===== src/rtl/mult_share_arbiter.sv =====
// mult_share_arbiter
// Shares one pipelined 32x32->64 multiplier among NUM_REQ requesters.
// Issue side: round-robin grant into a single issue register feeding the
// multiplier. Return side: an in-order tag FIFO of requester IDs steers each
// product back to the requester that issued it.
// Optional feature: define MULT_ARB_PERF_EN to build the perf_ops and
// perf_stall counters; otherwise both outputs are tied to zero.

module mult_share_arbiter #(
  parameter int NUM_REQ   = 2,
  parameter int TAG_DEPTH = 8
) (
  input  logic                   clk,
  input  logic                   rst,
  input  logic [NUM_REQ*32-1:0]  req_a_tdata,
  input  logic [NUM_REQ*32-1:0]  req_b_tdata,
  input  logic [NUM_REQ-1:0]     req_tvalid,
  output logic [NUM_REQ-1:0]     req_tready,
  output logic [63:0]            rsp_tdata,
  output logic [NUM_REQ-1:0]     rsp_tvalid,
  input  logic [NUM_REQ-1:0]     rsp_tready,
  output logic [31:0]            m_a_tdata,
  output logic [31:0]            m_b_tdata,
  output logic                   m_a_tvalid,
  output logic                   m_b_tvalid,
  input  logic                   m_a_tready,
  input  logic                   m_b_tready,
  input  logic [63:0]            m_out_tdata,
  input  logic                   m_out_tvalid,
  output logic                   m_out_tready,
  output logic                   err_orphan,
  output logic [31:0]            perf_ops,
  output logic [31:0]            perf_stall
);

  localparam int IW = $clog2(NUM_REQ);
  localparam int AW = $clog2(TAG_DEPTH);
  localparam int CW = AW + 1;

  // Issue register
  logic          iss_valid;
  logic [31:0]   iss_a;
  logic [31:0]   iss_b;
  logic [IW-1:0] iss_id;

  // Tag FIFO
  logic [IW-1:0] tag_mem [TAG_DEPTH];
  logic [AW-1:0] wr_ptr;
  logic [AW-1:0] rd_ptr;
  logic [CW-1:0] tag_count;

  logic [IW-1:0] rr_ptr;
  logic          orphan_q;

  logic          accept;
  logic          pop;
  logic          fifo_nonempty;
  logic          grant_ok;
  logic          grant;
  logic          found;
  logic [IW-1:0] sel;
  logic [IW-1:0] rr_next;
  logic [IW-1:0] head;
  logic [CW-1:0] outstanding;

  logic [31:0]   a_arr [NUM_REQ];
  logic [31:0]   b_arr [NUM_REQ];

  for (genvar g = 0; g < NUM_REQ; g++) begin : g_unpack
    assign a_arr[g] = req_a_tdata[32*g +: 32];
    assign b_arr[g] = req_b_tdata[32*g +: 32];
  end

  // The accept moves an op from the issue register into the FIFO, so it does
  // not change the outstanding total; pops are deliberately not credited here
  // to keep the result-ready path out of the grant logic.
  assign accept        = iss_valid & m_a_tready & m_b_tready;
  assign outstanding   = tag_count + CW'(iss_valid);
  assign grant_ok      = (~iss_valid | accept) & (outstanding < CW'(TAG_DEPTH));
  assign grant         = grant_ok & found;
  assign fifo_nonempty = (tag_count != '0);
  assign head          = tag_mem[rd_ptr];
  assign pop           = fifo_nonempty & m_out_tvalid & rsp_tready[head];
  assign rr_next       = (sel == IW'(NUM_REQ - 1)) ? '0 : sel + 1'b1;

  assign m_a_tvalid = iss_valid;
  assign m_b_tvalid = iss_valid;
  assign m_a_tdata  = iss_a;
  assign m_b_tdata  = iss_b;
  assign err_orphan = orphan_q;

  // Round-robin search: first valid requester starting at rr_ptr, with wrap
  always_comb begin
    int idx;
    idx   = 0;
    found = 1'b0;
    sel   = rr_ptr;
    for (int k = 0; k < NUM_REQ; k++) begin
      idx = (int'(rr_ptr) + k) % NUM_REQ;
      if (!found && req_tvalid[IW'(idx)]) begin
        found = 1'b1;
        sel   = IW'(idx);
      end
    end
  end

  // Combinational one-hot grant and result steering, all forced low in reset
  always_comb begin
    req_tready   = '0;
    rsp_tvalid   = '0;
    rsp_tdata    = '0;
    m_out_tready = 1'b0;
    if (rst) begin
      if (grant) req_tready[sel] = 1'b1;
      if (fifo_nonempty) begin
        rsp_tdata    = m_out_tdata;
        m_out_tready = rsp_tready[head];
        if (m_out_tvalid) rsp_tvalid[head] = 1'b1;
      end else begin
        m_out_tready = m_out_tvalid;
      end
    end
  end

  // Issue register: loaded on grant, emptied when the multiplier takes it
  always_ff @(posedge clk or negedge rst) begin
    if (!rst) begin
      iss_valid <= 1'b0;
      iss_a     <= '0;
      iss_b     <= '0;
      iss_id    <= '0;
    end else if (grant) begin
      iss_valid <= 1'b1;
      iss_a     <= a_arr[sel];
      iss_b     <= b_arr[sel];
      iss_id    <= sel;
    end else if (accept) begin
      iss_valid <= 1'b0;
    end
  end

  // Round-robin pointer moves past the requester just granted
  always_ff @(posedge clk or negedge rst) begin
    if (!rst) rr_ptr <= '0;
    else if (grant) rr_ptr <= rr_next;
  end

  // Tag storage written on multiplier accept; contents need no reset
  always_ff @(posedge clk) begin
    if (accept) tag_mem[wr_ptr] <= iss_id;
  end

  // Tag FIFO pointers and occupancy; pointers wrap naturally at TAG_DEPTH
  always_ff @(posedge clk or negedge rst) begin
    if (!rst) begin
      wr_ptr    <= '0;
      rd_ptr    <= '0;
      tag_count <= '0;
    end else begin
      if (accept) wr_ptr <= wr_ptr + 1'b1;
      if (pop)    rd_ptr <= rd_ptr + 1'b1;
      case ({accept, pop})
        2'b10:   tag_count <= tag_count + 1'b1;
        2'b01:   tag_count <= tag_count - 1'b1;
        default: tag_count <= tag_count;
      endcase
    end
  end

  // Sticky flag for a product that shows up with no tag to route it
  always_ff @(posedge clk or negedge rst) begin
    if (!rst) orphan_q <= 1'b0;
    else if (!fifo_nonempty && m_out_tvalid) orphan_q <= 1'b1;
  end

`ifdef MULT_ARB_PERF_EN
  logic [31:0] ops_q;
  logic [31:0] stall_q;

  // Completed results and cycles spent full while someone was waiting
  always_ff @(posedge clk or negedge rst) begin
    if (!rst) begin
      ops_q   <= '0;
      stall_q <= '0;
    end else begin
      if (pop) ops_q <= ops_q + 32'd1;
      if ((|req_tvalid) && (outstanding == CW'(TAG_DEPTH))) stall_q <= stall_q + 32'd1;
    end
  end

  assign perf_ops   = ops_q;
  assign perf_stall = stall_q;
`else
  assign perf_ops   = '0;
  assign perf_stall = '0;
`endif

endmodule

===== config.mk =====
export PLATFORM = sky130hd
export DESIGN_NAME = mult_share_arbiter
export DESIGN_NICKNAME = d
export VERILOG_FILES = /design/src/rtl/mult_share_arbiter.sv
export SDC_FILE = /design/constraint.sdc
export NUM_CORES = 1
export LEC_CHECK = 0
export CAP_MARGIN = 5
export CORE_AREA = 2 2 154 156
export DETAILED_ROUTE_END_ITERATION = 16
export DIE_AREA = 0 0 156 158
export GPL_ROUTABILITY_DRIVEN = 1
export PLACE_DENSITY_LB_ADDON = 0.12
export SYNTH_ARGS = -nofsm -noshare
export SYNTH_HDL_FRONTEND = slang
export SYNTH_SLANG_ARGS = --single-unit

===== constraint.sdc =====
create_clock -name clk -period 5.2 [get_ports clk]
set_clock_uncertainty 0.1 [all_clocks]
set_input_delay 1.3 -clock clk [delete_from_list [all_inputs] [get_ports clk]]
set_output_delay 1.3 -clock clk [all_outputs]
set_load 0.03 [all_outputs]

==> metrics.yaml, run 1 <==
syn_area_per_cell_um2: 11.88
root_buffer: "clkbuf_16"
leakagePower_nw: 3.575
grt_pass1_vias: 4744
holdWs_ps: 382.8
fin_setup_tns_ps: 0
cp-end-kind: "primary output"
ctsResizeCount: 0
critPathLaunchType: "input pin"
crit_arrival_ps: 3260
grt_max_degree: 65
p_per_area_nw_per_um2: 531.3
design_area_um2: 8932
io_pins: 401
hold_class: "reg -> reg"
hold_depth: 1
insertion_delay_ps: 340
fillers: 2262
cts.sinks: 86
wl_per_cell_um: 19.06
coreArea_um2: 23050
via_count: 4338
synth_top_area_share_pct: 37.58
ant_nets: 0
crit_start: "m_b_tready"
grt_setup_unrepaired: "false"
htreeDepth: 3
hold_viol_final: 0
fp.dieH_um: 158
synth_cell_type_count: 34
hpwl_mm: 16.42
grt.total_usage_pct: 16.04
gp_congestion: 0.8315
die_area_um2: 24650
vias_per_cell: 4.100
fmaxAchievable_ghz: 0.2145
start_util_pct: 22.53
synth_seq_area_share_pct: 42.21
rows: 56
drv_cap: 0
multi_input_area_um2: 2624
dp.cells: 1042
grt-ovfl-total: 0
placed_area_um2: 8584
drive_gt1_share_pct: 21.09
post-place-ws_ps: 506.6
status: "completed"
slew_violations: 0
cts_max_path_buffers: 2
synthCells: 437
hp-start: "err_orphan$_DFFE_PN0P_"
setup_viol: 0
antenna_found_initial: 0
crit-reg2reg-launch: "rd_ptr[0]$_DFFE_PN0P_"
seqCellArea_um2: 2193
syn_to_final_growth_pct: 71.98
relSlewSlack_pct: 40.59
synth_area_um2: 5194
drt_iter0_markers: 109
critical_path_class: "in -> out"
path_clk_slew_ps: 60
wl_mm: 20.17
cts_setup_buffers: 0
yosys.area.top_type: "dfrtp_1"
cts_tree: "done"
layout_setup_ws_ps: 537.6
fin_crit_sh_pct: 89.66
die_w_um: 156
drt_first_pass_iters: 4
min_period_ps: 4662
worst_slew_pin_slew_ps: 891.1
nNetsFinal: 969
layout.cells.most_common: "clkdlybuf4s50_1"
cts_hold_buffers: 0
rr_worst_depth: 10
synth_seq_cells: 86
layout_common_cells: "334 x clkdlybuf4s50_1, 134 x mux2_2, 77 x dfrtp_1"
drc_errors: 0
vdd_drop_max_uv: 268.8
grt_pass1_wl_mm: 29.26
port_buffers: 335
numCtsBuffers: 9
antenna_cells: 0
critPathMaxFanout: 6
fin_cells: 1058
ys_top_cells_by_area: "dfrtp_1 38%, mux2_2 29%, buf_4 10%"
crit_required_ps: 3800
ys_warn_count: 0
[metrics by stage]
| step | utilization [%] | power (mW) |
|---|---|---|
| floorplan | - | 2.964 |
| detailed placement | 37.24 | 4.044 |
| global route | 38.75 | 5.026 |
| CTS | 38.75 | 4.836 |
| finish | 38.75 | 4.746 |
| global placement | 37.24 | 4.008 |
[area by class of cell]
type,instances,area share [%]
sequential,86,24.56
inverter,1,0.04202
timing repair buffer,340,38.07
tap,290,4.062
clock buffer,11,2.717
multi-input combinational,325,29.37
clock inverter,5,1.177
[critical path, stage by stage]
cell and delay (ps):
clkdlybuf4s50_1 530, nand2_1 90, o22a_1 230, nor2b_4 200
and3b_1 210, clkdlybuf4s50_1 710
[layer usage]
metal  wire length [um]  track usage (%)  up-vias  share of wire [%]
met2              10510            29.60      237                 52
met4                413            4.937        0                2.0
met1               7133            16.63     2064                 35
li1                   -                -     2018                  -
met3               2109            6.570       19                 10
met5                  0                0        -                  0
[cells in the mapped netlist (all sizes together)]
master	count
conb	1
xnor2	4
or2	1
and3b	1
o21ai	1
inv	1
o22a	1
nand2	9
nand2b	3
xor2	5
and2	65
mux2	134
nor4	2
and3	2
a21oi	2
nor2b	2
nand3	2
buf	74
mux2i	3
nor2	9
dfrtp	78
a21o	1
clkbuf	14
nand4	2
edfxtp	8
mux4	2
nand3b	2
o22ai	1
nor3	2
ha	5
[state kept, by name (all words and copies together), names as in the netlist]
signal / cells
m_b_tdata: 32
iss_id: 1
tag_count: 4
err_orphan: 1
tag_mem: 8
m_a_tvalid: 1
wr_ptr: 3
m_a_tdata: 32
rr_ptr: 1
rd_ptr: 3
[power breakdown]
group | leakage (nW) | switching (mW) | internal [mW]
clock | 0.170 | 0.266 | 0.484
sequential | 0.988 | 0.229 | 1.01
combinational | 2.42 | 1.43 | 1.33
total | 3.57 | 1.92 | 2.82
[worst paths after layout]
kind                            slack [ps]                         to
max in group asynchronous             3090  m_b_tdata[27]$_DFFE_PN0N_
worst min-delay path                   380     err_orphan$_DFFE_PN0P_
min in group asynchronous              890  m_b_tdata[17]$_DFFE_PN0N_
worst max-delay path                   540              req_tready[0]
worst max register to register        2060   tag_count[2]$_DFFE_PN0P_
worst min register to register         380     err_orphan$_DFFE_PN0P_
[cells by family after synthesis]
family	count (synthesis)	synth area share, %
AOI/OAI and AO/OA	6	0.7228
xor gates and xnor gates	9	1.518
adders and majority gates	5	1.205
buffers and inverters	89	12.12
DFF	86	42.21
muxes	139	30.74
other	1	0.07220
and+or+nand+nor	102	11.42
(Power assumes the default switching activity.)
==> run 2, diff against run 1 <==
Settings changed: CORE_AREA 2 2 154 156 to 2 2 156 158, DIE_AREA 0 0 156 158 to 0 0 158 160, DONT_BUFFER_PORTS from default to 1, SETUP_SLACK_MARGIN from default to 0.4.
==> run 2 against run 1 <==
Compared with the run above: sequential cell count stayed put; via count is 29% lower; worst setup slack better by 740 ps; routed wire length is 15% lower; largest cell class is now multi-input gates; highest routed layer is now met5; largest power group is now sequential cells; register-to-register slack worse by 70 ps; clock power hardly changed; die area is 2.6% higher; power is 18% lower; hold slack better by 37 ps.
==> metrics.yaml, run 2 (synthesis results as in run 1) <==
fin_setup_tns_ps: 0  # unchanged
critical_path_class: "in -> out"
grt.total_usage_pct: 12.98  # -3.1 points
seqCellArea_um2: 2193  # unchanged
rrSetupSlack_ps: 1990  # -70 ps
drive_gt1_share_pct: 36.89  # +16 points
setup_viol: 0  # unchanged
wl_per_cell_um: 22.25  # +17%
min_period_ps: 3926  # -736.6 ps
insertion_delay_ps: 340  # about the same
crit_required_ps: 3800  # about the same
critPathBufInv: 1  # -1
start_util_pct: 21.80  # -0.73 points
fp.dieH_um: 160  # +1.3%
ant_nets: 0  # unchanged
multi_input_area_um2: 2624  # unchanged
wl_mm: 17.04  # -15%
worst_slew_pin_slew_ps: 904.9  # +13.77 ps
cp_cell_sequence: "nor2b_4 > buf_4 > and2_1"
hp-start: "rd_ptr[2]$_DFFE_PN0P_"
layout.cells.most_common: "mux2_2"
numCtsBuffers: 9  # unchanged
p_per_area_nw_per_um2: 690.4  # +30%
rr_worst_depth: 10  # unchanged
cp-end-kind: "primary output"
cts_max_path_buffers: 2  # unchanged
antenna_found_initial: 25  # +25
coreArea_um2: 23820  # +3.3%
vdd_drop_max_uv: 223.0  # -17%
ctsResizeCount: 0  # unchanged
whs_endpoint: "rd_ptr[2]$_DFFE_PN0P_"
vias_per_cell: 4.042  # -1.4%
slowest_stage: "nor2b_4"
hold_class: "reg -> reg"
grt_max_degree: 83  # +28%
nNetsFinal: 632  # -35%
relSlewSlack_pct: 39.12  # -1.5 points
cts.sinks: 86  # unchanged
path_delay_family: "simple AND/OR/NAND/NOR gates"
root_buffer: "clkbuf_16"
drt_iter0_markers: 111  # +1.8%
die_area_um2: 25280  # +2.6%
leakagePower_nw: 2.269  # -37%
layout_common_cells: "134 x mux2_2, 77 x dfrtp_1, 65 x and2_1"
io_pins: 401  # unchanged
fmaxAchievable_ghz: 0.2547  # +19%
die_w_um: 158  # +1.3%
gp_congestion: 0.8421  # +1.3%
htreeDepth: 3  # unchanged
rows: 57  # +1.8%
crit_arrival_ps: 2530  # -730 ps
hold_viol_final: 0  # unchanged
critPathLaunchType: "input pin"
drv_cap: 0  # unchanged
syn_to_final_growth_pct: 8.191
status: "completed"
cpPeakStageDelay_ps: 480  # -230 ps
slew_violations: 0  # unchanged
via_count: 3096  # -29%
path_clk_slew_ps: 60  # about the same
grt_pass1_wl_mm: 23.05  # -21%
cts_tree: "done"
cts_hold_buffers: 0  # unchanged
crit-reg2reg-launch: "rd_ptr[0]$_DFFE_PN0P_"
hold_depth: 1  # unchanged
drt_first_pass_iters: 4  # unchanged
fillers: 2503  # +11%
critPathMaxFanout: 82  # +76
grt_pass1_vias: 3186  # -33%
r2r-end: "tag_count[2]$_DFFE_PN0P_"
fin_crit_sh_pct: 75.50  # -14 points
grt-ovfl-total: 0  # unchanged
drc_errors: 0  # unchanged
power_mw: 3.880  # -18%
port_buffers: 0  # -100%
hpwl_mm: 13.72  # -16%
cts_setup_buffers: 0  # unchanged
grt_setup_unrepaired: "false"
holdWs_ps: 420.2  # +37.38 ps
run 2: changes by cell type in the layout (fill, tap and decap cells not counted), sizes merged:
| cell | change |
|---|---|
| clkdlybuf4s50 | -334 |
| buf | -3 |
| clkbuf | +1 |
| diode | +11 |
| bufinv | -1 |
run 2: per-stage QoR:
stage / instance area, um^2 / instances / setup slack, ps / utilization [%]
6_report: 5619 / 766 / 1274 / 23.59
5_1_grt: 5609 / 762 / 1096 / 23.55
4_1_cts: 5592 / 755 / 1289 / 23.47
3_5_place_dp: 5249 / 739 / 1326 / 22.03
3_3_place_gp: 5249 / 739 / 1344 / 22.03
2_1_floorplan: 5430 / 500 / 1472 / -
run 2: cell type report:
cell class	instances	share of cell area [%]
Inverter	1	0.06680
Antenna cell	11	0.4899
Timing Repair Buffer	3	0.4008
Tap cell	324	7.214
Multi-Input combinational cell	325	46.69
Clock buffer	12	4.765
Sequential cell	86	39.03
Clock inverter	4	1.336
run 2: where the power goes:
group          internal (mW)  total (mW)  switching, mW
Sequential              1.00        1.85          0.844
Combinational          0.644        1.29          0.641
Clock                  0.465       0.748          0.283
Total                   2.11        3.88           1.77
run 2: per-layer routing:
metal / wire length, um / share of wire (%) / vias to the layer above / global-route usage (%)
met5: 41 / 0.24 / - / 0
met4: 417 / 2.4 / 6 / 3.849
met3: 2235 / 13 / 52 / 6.594
met2: 8973 / 53 / 268 / 24.31
met1: 5376 / 32 / 1422 / 12.14
li1: - / - / 1348 / -
run 2: worst max path at each step:
| stage | from | endpoint | slack, ps | cells after the start |
|---|---|---|---|---|
| after floorplan | m_b_tready | req_tready[1] | 1470 | 7 |
| after global placement | rst | rsp_tdata[32] | 1340 | 3 |
| after detailed placement | rst | rsp_tdata[43] | 1330 | 3 |
| after CTS | tag_count[1]$_DFFE_PN0P_ | rsp_tdata[43] | 1290 | 4 |
| after global routing | tag_count[1]$_DFFE_PN0P_ | rsp_tdata[58] | 1100 | 4 |
| final | rst | rsp_tdata[23] | 1270 | 3 |
==> run 3, diff against run 2 <==
Settings changed: CORE_AREA 2 2 156 158 to 2 2 155 157, DIE_AREA 0 0 158 160 to 0 0 157 159.
Clock period 5.2 ns to 3.5 ns, I/O delays scaled along.
==> run 3 against run 2 <==
Compared with the run above: routed wire length is 7.5% lower; hold slack lost 310 ps; sequential share of layout area is 0.19 points lower; final area grew 0.56%; critical path type is now reg -> out; power increased by 47%; register-to-register slack got worse by 1400 ps; critical endpoint is now m_out_tready; largest power group unchanged; combinational power is 55% higher; sequential cell count is the same; first-iteration DRC count is 13% lower; count of clock-buffer cells in the layout is 3 lower.
==> metrics.yaml, run 3 (synthesis results as in run 1) <==
drive_gt1_share_pct: 39.68  # +2.8 points
io_pins: 401  # unchanged
fillers: 2422  # -3.2%
wl_mm: 15.77  # -7.5%
htreeDepth: 3  # unchanged
status: "completed"
min_period_ps: 2984
hold_class: "in -> async"
critPathLaunchType: "flip-flop"
vdd_drop_max_uv: 367.3  # +65%
cts.sinks: 86  # unchanged
fp.dieH_um: 159  # -0.63%
rows: 56  # -1.8%
power_mw: 5.696  # +47%
dp.cells: 740  # +0.14%
slew_violations: 0  # unchanged
hold_viol_final: 0  # unchanged
relSlewSlack_pct: 62.04  # +23 points
gp_congestion: 0.6922  # -18%
drt_first_pass_iters: 4  # unchanged
clkPwrFrac_pct: 16.9  # -2.4 points
design_area_um2: 5650  # +0.56%
p_per_area_nw_per_um2: 1008  # +46%
grt_setup_unrepaired: "false"
internal_power_mw: 3.013  # +43%
grt.total_usage_pct: 12.29  # -0.69 points
fin_cells: 768  # +0.26%
comb_power_share_pct: 35.1  # +2.0 points
drt_iter0_markers: 97  # -13%
cts_max_path_buffers: 2  # unchanged
cts_hold_buffers: 0  # unchanged
grt-ovfl-total: 0  # unchanged
wl_per_cell_um: 20.53  # -7.7%
hpwl_mm: 12.39  # -9.7%
die_w_um: 157  # -0.63%
port_buffers: 0  # unchanged
critPathMaxFanout: 3  # -96%
critical_path_class: "reg -> out"
rr_worst_depth: 11  # +1
placed_area_um2: 5300  # +0.98%
crit_required_ps: 2520  # -1280 ps
layout.cells.most_common: "mux2_2"
leakagePower_nw: 2.302  # +1.5%
fin_crit_sh_pct: 85.25
nNetsFinal: 642  # +1.6%
via_count: 3113  # +0.55%
p_seq_share_pct: 48.0  # +0.4 points
path_clk_slew_ps: 80  # +20 ps
start_util_pct: 22.39  # +0.59 points
coreArea_um2: 23190  # -2.6%
vias_per_cell: 4.053  # +0.29%
ant_nets: 0  # unchanged
fmaxAchievable_ghz: 0.3352
numCtsBuffers: 9  # unchanged
layout_setup_ws_ps: 516.3  # -757.9 ps
grt_pass1_wl_mm: 22.10  # -4.1%
post-route-util_pct: 24.36  # +0.77 points
cts_tree: "done"
worst_slew_pin_slew_ps: 569.4  # -335.4 ps
p_sw_mw: 2.683  # +52%
power_switching_share_pct: 47.11  # +1.6 points
holdWs_ps: 112.8  # -307.4 ps
post-place-ws_ps: 605.8  # -719.9 ps
crit_arrival_ps: 2010  # -520 ps
grt_pass1_vias: 3239  # +1.7%
die_area_um2: 24960  # -1.3%
crit-reg2reg-launch: "rd_ptr[0]$_DFFE_PN0P_"
drc_errors: 0  # unchanged
syn_to_final_growth_pct: 8.793
r2r-end: "tag_count[2]$_DFFE_PN0P_"
layout_common_cells: "134 x mux2_2, 76 x dfrtp_1, 64 x conb_1"
insertion_delay_ps: 340  # about the same
cp-end-kind: "primary output"
fin_setup_tns_ps: 0  # unchanged
rrSetupSlack_ps: 630  # -1360 ps
drv_cap: 0  # unchanged
setup_viol: 0  # unchanged
root_buffer: "clkbuf_16"
antenna_found_initial: 18  # -28%
grt_max_degree: 83  # unchanged
## run 3: cell count changes in the layout (fill, tap and decap cells not counted), sizes merged
cell,before,now
buf,3,13
bufinv,2,0
clkbuf,12,9
diode,11,8
inv,2,7
## run 3: worst max-delay path by stage
| stage | cells past startpoint | from | end | slack (ps) |
|---|---|---|---|---|
| after floorplan | 7 | m_b_tready | req_tready[1] | 620 |
| after global placement | 10 | rd_ptr[0]$_DFFE_PN0P_ | tag_count[2]$_DFFE_PN0P_ | 580 |
| after detailed placement | 10 | rd_ptr[0]$_DFFE_PN0P_ | tag_count[2]$_DFFE_PN0P_ | 610 |
| after CTS | 5 | rd_ptr[0]$_DFFE_PN0P_ | m_out_tready | 400 |
| after global routing | 5 | tag_count[1]$_DFFE_PN0P_ | rsp_tdata[62] | 410 |
| final | 5 | rd_ptr[0]$_DFFE_PN0P_ | m_out_tready | 520 |
## run 3: final cells by class
class	instances	area (um^2)	area share, %
Antenna cell	8	20.02	0.3543
Inverter	1	3.754	0.06643
Tap cell	319	399.1	7.064
Clock inverter	7	62.56	1.107
Timing Repair Buffer	13	110.1	1.949
Clock buffer	9	225.2	3.986
Multi-Input combinational cell	325	2635	46.63
Sequential cell	86	2195	38.84
## run 3: power by group through the flow
| stage | logic [mW] | clock network (mW) | registers, mW |
|---|---|---|---|
| 3_5_place_dp | 1.99 | 0 | 2.76 |
| 6_report | 2.00 | 0.964 | 2.73 |
| 3_3_place_gp | 1.95 | 0 | 2.79 |
| 4_1_cts | 2.01 | 1.02 | 2.75 |
| 2_1_floorplan | 1.83 | 0 | 2.57 |
| 5_1_grt | 2.18 | 1.07 | 2.82 |
## run 3: worst max-delay path, cell delays in order (launching register included)
cell     delay, ps
dfrtp_2        400
mux4_2         530
mux2i_4        180
mux2i_1        240
o21ai_0        110
and2_4         200
## run 3: repair_timing
action | CTS | global route
buffers inserted | 2 | 2
resized for setup | 2 | 4
endpoints found under the setup margin | 1 | 27
## run 3: metal layers
layer  GRT usage, %  wire, um  up-vias
met3          6.451      1984       34
met5              0        84        -
met2          21.83      8130      240
met1          12.09      5296     1455
met4          4.379       274       12
li1               -         -     1372
